### src/rtl/alu_pkg.sv
// Shared definitions for the multi-cycle ALU sequencer: opcodes, FSM states, error bits.
// Latency: n/a (declarations only).
// Backpressure: n/a.
package alu_pkg;

   localparam logic [3:0] OP_ADD = 4'b0010;
   localparam logic [3:0] OP_SUB = 4'b0011;
   localparam logic [3:0] OP_MUL = 4'b0100;
   localparam logic [3:0] OP_DIV = 4'b0101;
   localparam logic [3:0] OP_MOD = 4'b0110;

   // ERR bit positions: SUB borrow and divide-by-zero
   localparam int ERR_OVF = 0;
   localparam int ERR_DZE = 1;

   typedef enum logic [1:0] {
      IDLE = 2'd0,
      ITER = 2'd1,
      DONE = 2'd2
   } state_t;

   // Iteration core mode: shift-add multiply or restoring divide
   typedef enum logic {
      MODE_MUL = 1'b0,
      MODE_DIV = 1'b1
   } iter_mode_t;

endpackage

### src/rtl/alu_iter_core.sv
// Iterative engine: shift-add multiply or restoring divide, one bit per cycle.
// Latency: WIDTH cycles after i_start; o_done is high during the final iteration cycle.
// Backpressure: none; the FSM starts it only when idle and discards it through reset.
module alu_iter_core
   import alu_pkg::*;
#(
   parameter int WIDTH = 16
) (
   input  logic               i_clk,
   input  logic               i_rst,
   input  logic               i_start,
   input  iter_mode_t         i_mode,
   input  logic [WIDTH-1:0]   i_a,
   input  logic [WIDTH-1:0]   i_b,
   output logic               o_done,
   output logic [2*WIDTH-1:0] o_res_nxt
);

   localparam int CW = $clog2(WIDTH + 1);

   // r_acc: upper half = partial product / remainder, lower half = multiplier / dividend-quotient
   logic [2*WIDTH-1:0] r_acc;
   logic [WIDTH-1:0]   r_opnd;
   iter_mode_t         r_mode;
   logic [CW-1:0]      r_cnt;
   logic               r_active;

   logic [WIDTH:0]     w_mul_sum;
   logic [2*WIDTH-1:0] w_mul_nxt;
   logic [WIDTH:0]     w_div_trial;
   logic               w_div_ge;
   logic [WIDTH-1:0]   w_div_sub;
   logic [2*WIDTH-1:0] w_div_nxt;

   // Multiply step: add multiplicand when the multiplier LSB is set, then shift right
   assign w_mul_sum = {1'b0, r_acc[2*WIDTH-1:WIDTH]} + {1'b0, r_opnd & {WIDTH{r_acc[0]}}};
   assign w_mul_nxt = {w_mul_sum, r_acc[WIDTH-1:1]};

   // Divide step: shift the next dividend bit into the remainder and trial-subtract.
   // When the subtraction fits, the true difference is below 2^WIDTH, so a WIDTH-bit
   // subtract is exact.
   assign w_div_trial = r_acc[2*WIDTH-1:WIDTH-1];
   assign w_div_ge    = (w_div_trial >= {1'b0, r_opnd});
   assign w_div_sub   = w_div_trial[WIDTH-1:0] - r_opnd;
   assign w_div_nxt   = w_div_ge ? {w_div_sub, r_acc[WIDTH-2:0], 1'b1}
                                 : {w_div_trial[WIDTH-1:0], r_acc[WIDTH-2:0], 1'b0};

   assign o_res_nxt = (r_mode == MODE_DIV) ? w_div_nxt : w_mul_nxt;
   assign o_done    = r_active && (r_cnt == CW'(WIDTH - 1));

   // Load operands on start, then advance one bit per cycle until the last iteration
   always_ff @(posedge i_clk) begin
      if (i_rst) begin
         r_acc    <= '0;
         r_opnd   <= '0;
         r_mode   <= MODE_MUL;
         r_cnt    <= '0;
         r_active <= 1'b0;
      end else if (i_start) begin
         r_acc    <= {{WIDTH{1'b0}}, i_a};
         r_opnd   <= i_b;
         r_mode   <= i_mode;
         r_cnt    <= '0;
         r_active <= 1'b1;
      end else if (r_active) begin
         r_acc <= o_res_nxt;
         if (o_done) begin
            r_active <= 1'b0;
            r_cnt    <= '0;
         end else begin
            r_cnt <= r_cnt + CW'(1);
         end
      end
   end

endmodule

### src/rtl/alu_sequencer.sv
// Multi-cycle ALU controller (ADD/SUB 1 cycle, MUL/DIV/MOD iterative); optional ALU_CHAIN_EN reuses last result as IN1.
// Latency: RSP_VALID 1 cycle after accept for ADD/SUB/NOP/divide-by-zero, WIDTH+1 cycles for MUL/DIV/MOD.
// Backpressure: result held in DONE until RSP_READY; CMD_READY low outside IDLE, so the source must hold CMD_VALID.
module alu_sequencer
   import alu_pkg::*;
#(
   parameter int WIDTH = 16
) (
   input  logic               CLK,
   input  logic               RST,
   input  logic               CMD_VALID,
   output logic               CMD_READY,
   input  logic [WIDTH-1:0]   IN1,
   input  logic [WIDTH-1:0]   IN2,
   input  logic [3:0]         OP,
   input  logic               CMD_CHAIN,
   output logic               RSP_VALID,
   input  logic               RSP_READY,
   output logic [2*WIDTH-1:0] OUT,
   output logic [1:0]         ERR,
   output logic               BUSY
);

   state_t             r_state;
   state_t             w_state_nxt;
   logic [3:0]         r_op;
   logic [2*WIDTH-1:0] r_out;
   logic [1:0]         r_err;

   logic [WIDTH-1:0]   w_in1;
   logic [WIDTH:0]     w_add;
   logic               w_start;
   iter_mode_t         w_mode;
   logic               w_load;
   logic [2*WIDTH-1:0] w_out_nxt;
   logic [1:0]         w_err_nxt;
   logic               w_core_done;
   logic [2*WIDTH-1:0] w_core_res;

`ifdef ALU_CHAIN_EN
   logic [WIDTH-1:0]   r_chain;

   assign w_in1 = CMD_CHAIN ? r_chain : IN1;

   // Remember the low half of each result as it is delivered to the consumer
   always_ff @(posedge CLK) begin
      if (RST) begin
         r_chain <= '0;
      end else if ((r_state == DONE) && RSP_READY) begin
         r_chain <= r_out[WIDTH-1:0];
      end
   end
`else
   logic w_unused_chain;

   assign w_in1          = IN1;
   assign w_unused_chain = CMD_CHAIN;
`endif

   assign w_add = {1'b0, w_in1} + {1'b0, IN2};

   alu_iter_core #(
      .WIDTH     (WIDTH)
   ) u_core (
      .i_clk     (CLK),
      .i_rst     (RST),
      .i_start   (w_start),
      .i_mode    (w_mode),
      .i_a       (w_in1),
      .i_b       (IN2),
      .o_done    (w_core_done),
      .o_res_nxt (w_core_res)
   );

   // FSM state register; reset abandons any iteration in flight
   always_ff @(posedge CLK) begin
      if (RST) begin
         r_state <= IDLE;
      end else begin
         r_state <= w_state_nxt;
      end
   end

   // Next state, core start, and the result to capture on entry to DONE
   always_comb begin
      w_state_nxt = r_state;
      w_start     = 1'b0;
      w_mode      = MODE_MUL;
      w_load      = 1'b0;
      w_out_nxt   = '0;
      w_err_nxt   = '0;
      case (r_state)
         IDLE: begin
            if (CMD_VALID) begin
               case (OP)
                  OP_ADD: begin
                     w_state_nxt = DONE;
                     w_load      = 1'b1;
                     w_out_nxt   = {{(WIDTH-1){1'b0}}, w_add};
                  end
                  OP_SUB: begin
                     w_state_nxt        = DONE;
                     w_load             = 1'b1;
                     w_out_nxt          = {{WIDTH{1'b0}}, w_in1} - {{WIDTH{1'b0}}, IN2};
                     w_err_nxt[ERR_OVF] = (w_in1 < IN2);
                  end
                  OP_MUL: begin
                     w_state_nxt = ITER;
                     w_start     = 1'b1;
                     w_mode      = MODE_MUL;
                  end
                  OP_DIV, OP_MOD: begin
                     if (IN2 == '0) begin
                        w_state_nxt        = DONE;
                        w_load             = 1'b1;
                        w_err_nxt[ERR_DZE] = 1'b1;
                     end else begin
                        w_state_nxt = ITER;
                        w_start     = 1'b1;
                        w_mode      = MODE_DIV;
                     end
                  end
                  default: begin
                     w_state_nxt = DONE;
                     w_load      = 1'b1;
                  end
               endcase
            end
         end
         ITER: begin
            if (w_core_done) begin
               w_state_nxt = DONE;
               w_load      = 1'b1;
               if (r_op == OP_MUL) begin
                  w_out_nxt = w_core_res;
               end else if (r_op == OP_MOD) begin
                  w_out_nxt = {{WIDTH{1'b0}}, w_core_res[2*WIDTH-1:WIDTH]};
               end else begin
                  w_out_nxt = {{WIDTH{1'b0}}, w_core_res[WIDTH-1:0]};
               end
            end
         end
         DONE: begin
            if (RSP_READY) begin
               w_state_nxt = IDLE;
            end
         end
         default: begin
            w_state_nxt = IDLE;
         end
      endcase
   end

   // Latch the opcode on acceptance; capture OUT/ERR on entry to DONE and keep them afterwards
   always_ff @(posedge CLK) begin
      if (RST) begin
         r_op  <= '0;
         r_out <= '0;
         r_err <= '0;
      end else begin
         if ((r_state == IDLE) && CMD_VALID) begin
            r_op <= OP;
         end
         if (w_load) begin
            r_out <= w_out_nxt;
            r_err <= w_err_nxt;
         end
      end
   end

   assign CMD_READY = (r_state == IDLE);
   assign RSP_VALID = (r_state == DONE);
   assign BUSY      = (r_state != IDLE);
   assign OUT       = r_out;
   assign ERR       = r_err;

endmodule

### config.mk
export PLATFORM = sky130hd
export DESIGN_NAME = alu_sequencer
export DESIGN_NICKNAME = d
export VERILOG_FILES = /design/src/rtl/alu_pkg.sv /design/src/rtl/alu_iter_core.sv /design/src/rtl/alu_sequencer.sv
export SDC_FILE = /design/constraint.sdc
export NUM_CORES = 1
export LEC_CHECK = 0
export ABC_AREA = 1
export CORE_MARGIN = 2
export CORE_UTILIZATION = 35
export DETAILED_ROUTE_END_ITERATION = 8
export HOLD_SLACK_MARGIN = 0.03
export PLACE_DENSITY = 0.59
export RECOVER_POWER = 100
export SLEW_MARGIN = 30
export SYNTH_ARGS = -nofsm -noshare
export SYNTH_HDL_FRONTEND = slang
export SYNTH_SLANG_ARGS = --single-unit
export TNS_END_PERCENT = 1
### constraint.sdc
create_clock -name CLK -period 5.69 [get_ports CLK]
set_input_delay 0.569 -clock CLK [delete_from_list [all_inputs] [get_ports CLK]]
set_output_delay 0.569 -clock CLK [all_outputs]
set_load 0.02 [all_outputs]
=== Word-level counts from Yosys, hierarchy flattened ===
Index checks and enable logic that the tools add are counted.

* Logic and storage cells: 76
* Input bits: 41
* Flip-flop bits (word level): 95

* Muxes and demuxes: 36
* Order comparisons: 2
* Reductions and logical operators: 9
* Bitwise gates (word level): 1
* $add $sub $neg: 5
* Equal/unequal tests: 13

{| class="wikitable"
|+ Operators with widths
! operator !! count
|-
| 2-to-1 mux 32 bit || 5
|-
| case mux 32 bit (2 select lines) || 2
|-
| 2-to-1 mux 16 bit || 3
|-
| adder 16 x 16 -> 17 bit || 2
|-
| == test 4 x 3 -> 1 bit (second input constant) || 5
|-
| greater-or-equal comparator 17 x 16 -> 1 bit || 1
|-
| subtractor 16 x 16 -> 17 bit || 1
|-
| AND 16 bit || 1
|-
| zero test 16 bit || 1
|-
| < comparator 16 bit || 1
|-
| subtractor 16 bit || 1
|-
| 2-to-1 mux 1 bit || 14
|-
| 2-to-1 mux 2 bit || 6
|-
| == test 4 x 2 -> 1 bit (second input constant) || 2
|-
| case mux 1 bit (2 select lines) || 3
|-
| case mux 2 bit (3 select lines) || 1
|-
| adder 5 x 1 -> 5 bit (second input constant) || 1
|-
| == test 5 x 4 -> 1 bit (second input constant) || 1
|-
| 2-to-1 mux 5 bit || 1
|-
| inequality test 2 x 1 -> 1 bit (second input constant) || 2
|-
| case mux 2 bit (2 select lines) || 1
|-
| nonzero test 2 bit || 2
|-
| OR reduction 2 bit || 2
|-
| AND reduction 3 bit || 1
|-
| 5 further kinds || 6
|}

=== Longest topological paths before layout ===
* Word-level depth: 7
* Mapped depth: 19
* Mapped depth without buffers: 19

=== Modules after synthesis ===
A second synthesis with hierarchy kept.

* Cells, all modules: 1471
* Area total of the unflattened synthesis: 8909.8 µm²

{| class="wikitable"
|+ Modules (own cells, without submodules)
! module !! area each (µm²) !! cells each !! instances
|-
| alu_iter_core || 4672.0 || 770 || 1
|-
| alu_sequencer || 4237.8 || 701 || 1
|}

=== Worst setup path before layout ===
Ideal clock, no wire load.

* Path kind: flip-flop to flip-flop
* Start: register u_core.r_acc[0]
* End: register r_out[11] (netlist: OUT[11])
* Stages on the path, launching flop included: 17
* Path slack: 3.343 ns
* Data required time: 5.620 ns
* Buffers on the path: 2
* Library setup time: 0.070 ns
* Arrival: 2.277 ns
* Cells stage by stage: dfxtp_1 -> clkbuf_1 -> clkbuf_1 -> nand2_1 -> inv_1 -> ha_1 -> a21oi_1 -> o21ai_0 -> nand2_1 -> nand3_1 -> nand2_1 -> inv_1 -> o21ai_0 -> nand3_1 -> nand2_1 -> nand2_1 -> a21oi_1

* Longest elaborated chain between the ends: 7

{| class="wikitable"
|+ RTL lines
! item !! line !! source
|-
| start, declared || alu_iter_core.sv:22 || <nowiki>logic [2*WIDTH-1:0] r_acc;</nowiki>
|-
| start signal, assigned || alu_iter_core.sv:60 || <nowiki>r_acc <= {{WIDTH{1'b0}}, i_a};</nowiki>
|-
| start signal, assigned || alu_iter_core.sv:66 || <nowiki>r_acc <= o_res_nxt;</nowiki>
|-
| AND 16 bit || alu_iter_core.sv:36 || <nowiki>assign w_mul_sum = {1'b0, r_acc[2*WIDTH-1:WIDTH]} + {1'b0, r_opnd & {WIDTH{r_acc[0]}}};</nowiki>
|-
| adder 16 x 16 -> 17 bit || alu_iter_core.sv:36 ||
|-
| 2-to-1 mux 32 bit || alu_iter_core.sv:48 || <nowiki>assign o_res_nxt = (r_mode == MODE_DIV) ? w_div_nxt : w_mul_nxt;</nowiki>
|-
| 2-to-1 mux 16 bit || alu_sequencer.sv:136 || <nowiki>end else if (r_op == OP_MOD) begin</nowiki>
|-
| 2-to-1 mux 32 bit || alu_sequencer.sv:134 || <nowiki>if (r_op == OP_MUL) begin</nowiki>
|-
| 2-to-1 mux 32 bit || alu_sequencer.sv:131 || <nowiki>if (w_core_done) begin</nowiki>
|-
| case mux 32 bit (2 select lines) || alu_sequencer.sv:92 || <nowiki>case (r_state)</nowiki>
|-
| end signal, assigned || alu_sequencer.sv:165 || <nowiki>r_out <= w_out_nxt;</nowiki>
|-
| end, declared || alu_sequencer.sv:27 || <nowiki>logic [2*WIDTH-1:0] r_out;</nowiki>
|}

Every way passes these cells.
A chain may end at the register's enable or synchronous reset.

=== Final worst setup path ===
* Start: input port CMD_VALID
* End: register r_out[16] (netlist: OUT[16])

* Longest elaborated chain between the ends: 2
* Elaborated cells on any way between the ends: 4
* Classes of those cells: mux: 4

{| class="wikitable"
|+ RTL lines
! item !! line !! source
|-
| start, declared || alu_sequencer.sv:11 || <nowiki>input logic CMD_VALID,</nowiki>
|-
| 2-to-1 mux 32 bit or 2-to-1 mux 1 bit (tied branches) || alu_sequencer.sv:94 || <nowiki>if (CMD_VALID) begin</nowiki>
|-
| case mux 32 bit (2 select lines) or case mux 1 bit (2 select lines) (tied branches) || alu_sequencer.sv:92 ||
|}

Several ways; a longest one is shown, not always the timed one.

==> impl_metrics.ini <==
[setup_path]
cp_slowest_cell = nor2_1
worstPathArrival_ns = 4.21
cp.required_ns = 5.95
start_kind = primary input
end_kind = flop
path_cells = dlygate4sd3_1 -> inv_1 -> nor2_1 -> nand2_1 -> nand2_1 -> nand2_1 -> inv_2 -> nand3_1 -> nand3_1 -> inv_1
crit_top_cell = nand2_1
path_class = in -> reg
slowest_delay_ns = 1.01
crit_fanout = 41

[grt]
antenna_found_initial = 0
met1_usage_pct = 30.3
grt_pass1_vias = 8530
gr-usage-all-layers_pct = 23.3
grt_max_degree = 64
grt_overflow = 0
grt.met2_usage_pct = 39.4
met3_usage_pct = 2.64
grt_pass1_wl_um = 46500
top_usage_layer = met2

[floorplan]
core_um2 = 23500
rows = 56
fp.dieH_um = 159
io_pins = 78
die_w_um = 159
start_util_pct = 35.7
die_area_um2 = 25200

[sta]
period_minus_slack_ns = 3.96
holdWs_ns = 0.461
slew_viol_final = 0
setup_tns_ns = 0
rsz0062_at_grt = false
setup_slack_ns = 1.73
max_slew_margin_pct = 9.99
period_share_pct = 69.5
worstMarginPinSlew_ns = 1.35
setup-violations-final = 0
max_freq_mhz = 253
hold_violations = 0
fin_skew_ns = 0.0131

[detailed_routing]
vias = 9108
ant_nets = 0
vias_per_cell = 5.24
drt_iter0_markers = 836
wl_per_cell_um = 17.1
dr.pass1.iters = 8
routed_wl_um = 29700
drt_drc_violations_left = 0

[job]
maxCapViolCount = 0

[min_path]
hp-class = reg -> reg

[final_layout]
antenna_cells = 0
syn_to_final_growth_pct = 14.8
design_area_um2 = 9640
final_common_cell = nand2_1
final_cells = 1739
utilization_pct = 40.9
final_cell_mix = 311 x nand2_1, 168 x inv_1, 162 x nor2_1
layout-drive-gt1-share_pct = 4.58
fin_nets = 1525

[power]
power.share.clock_pct = 28.4
power_density_nw_per_um2 = 214
combPwrFrac_pct = 36.0
p_seq_share_pct = 35.7
p_sw_uw = 801
peakVddDrop_mv = 0.131
switching_share_pct = 38.8
p_total_mw = 2.06
p_leak_nw = 4.37
cellInternalPower_mw = 1.26

[cts]
post_cts_resized = 0
clockRootBuffer = clkbuf_16
cts_tree = yes
h-tree-depth = 3
clk_latency_ns = 0.36
clkTransAtPathRegs_ns = 0.07
hold_buffers = 0
cts_buffers = 9
cts_setup_buffers = 0
clock_sinks = 95
max-clock-path-buffers = 2

[logic_synthesis]
synth-seq-area-share_pct = 22.6
synth_seq_cells = 95
synth_area_um2 = 8400
yosys.cell_types.count = 52
syn_inst = 1371
synth_warnings = 0
syn_area_per_cell_um2 = 6.13
synth_fp_nets = 1481
synthArstFlopShare_pct = 0
synth_flop_cell = dfxtp_1
synth_edf_count = 0

[placement]
placedCellCount = 1723
gp_congestion = 0.966
pre_cts_ws_ns = 2.13
dpl-instance-area_um2 = 9380
dp_hpwl_um = 23900
port_buffers = 76

[status]
outcome = finished, final reports clean
[power by group through the flow]
stage	Sequential, mW	Clock (mW)	Combinational (mW)
6_report	0.736	0.586	0.742
5_1_grt	0.742	0.622	0.824
3_5_place_dp	0.751	0	0.743
4_1_cts	0.736	0.594	0.748
2_1_floorplan	0.767	0	0.489
3_3_place_gp	0.752	0	0.740
[worst max-delay path: cells and delay by family]
kind | cells | cell delay, ns
AND/OR/NAND/NOR | 6 | 2.67
buffers and inverters | 4 | 0.96
[worst paths after layout]
path | start | end | slack (ns) | depth (start not counted)
worst max-delay path | CMD_VALID | OUT[16]$_SDFFE_PP0P_ | 1.73 | 10
worst min-delay path | u_core.r_cnt[4]$_SDFFE_PP0P_ | u_core.r_cnt[4]$_SDFFE_PP0P_ | 0.46 | 2
worst max register to register | r_state[0]$_SDFFE_PP0P_ | OUT[16]$_SDFFE_PP0P_ | 2.03 | 10
worst min register to register | u_core.r_cnt[4]$_SDFFE_PP0P_ | u_core.r_cnt[4]$_SDFFE_PP0P_ | 0.46 | 2
[layer usage]
metal  wire (um)  share of wire, %
met5           0                 0
met4        1140               3.8
met3        1420               4.8
met1       13500                45
met2       13700                46
[synthesized netlist by cell type, types with 9 or more instances]
master | n | area [um2]
dfxtp_1 | 95 | 1900
buf_2 | 16 | 80.1
nand4_1 | 20 | 125
ha_1 | 65 | 813
clkbuf_1 | 26 | 97.6
or2_1 | 9 | 56.3
a211oi_1 | 15 | 113
o21ai_0 | 116 | 581
inv_1 | 167 | 627
nor2_1 | 162 | 608
nand2_1 | 308 | 1160
nand3b_1 | 9 | 67.6
a21oi_1 | 146 | 731
nor3_1 | 10 | 50.1
nand3_1 | 100 | 500
[kinds of logic after synthesis]
logic type,count (synthesis),share of synthesized area [%]
simple gates,656,34.3
compound gates,313,20.5
buf+inv,227,10.7
flops,95,22.6
fa+ha+maj,69,10.6
xor+xnor,11,1.15
[registers in the layout (all words and copies together) (netlist names)]
register	cells
OUT	32
u_core.r_acc	32
u_core.r_opnd	16
u_core.r_cnt	5
r_op	4
ERR	2
r_state	2
u_core.r_active	1
u_core.r_mode	1
[area by class of cell]
| type | instances | area, um2 |
|---|---|---|
| fillers | 2648 | 13900 |
| repair buffers | 82 | 801 |
| multi-input cells | 1049 | 5590 |
| inverters | 178 | 673 |
| clock inverters | 5 | 41.3 |
| clock buffers | 11 | 233 |
| well taps | 319 | 399 |
| flip-flops and latches | 95 | 1900 |
No activity file was read; power rests on OpenSTA's default activity.
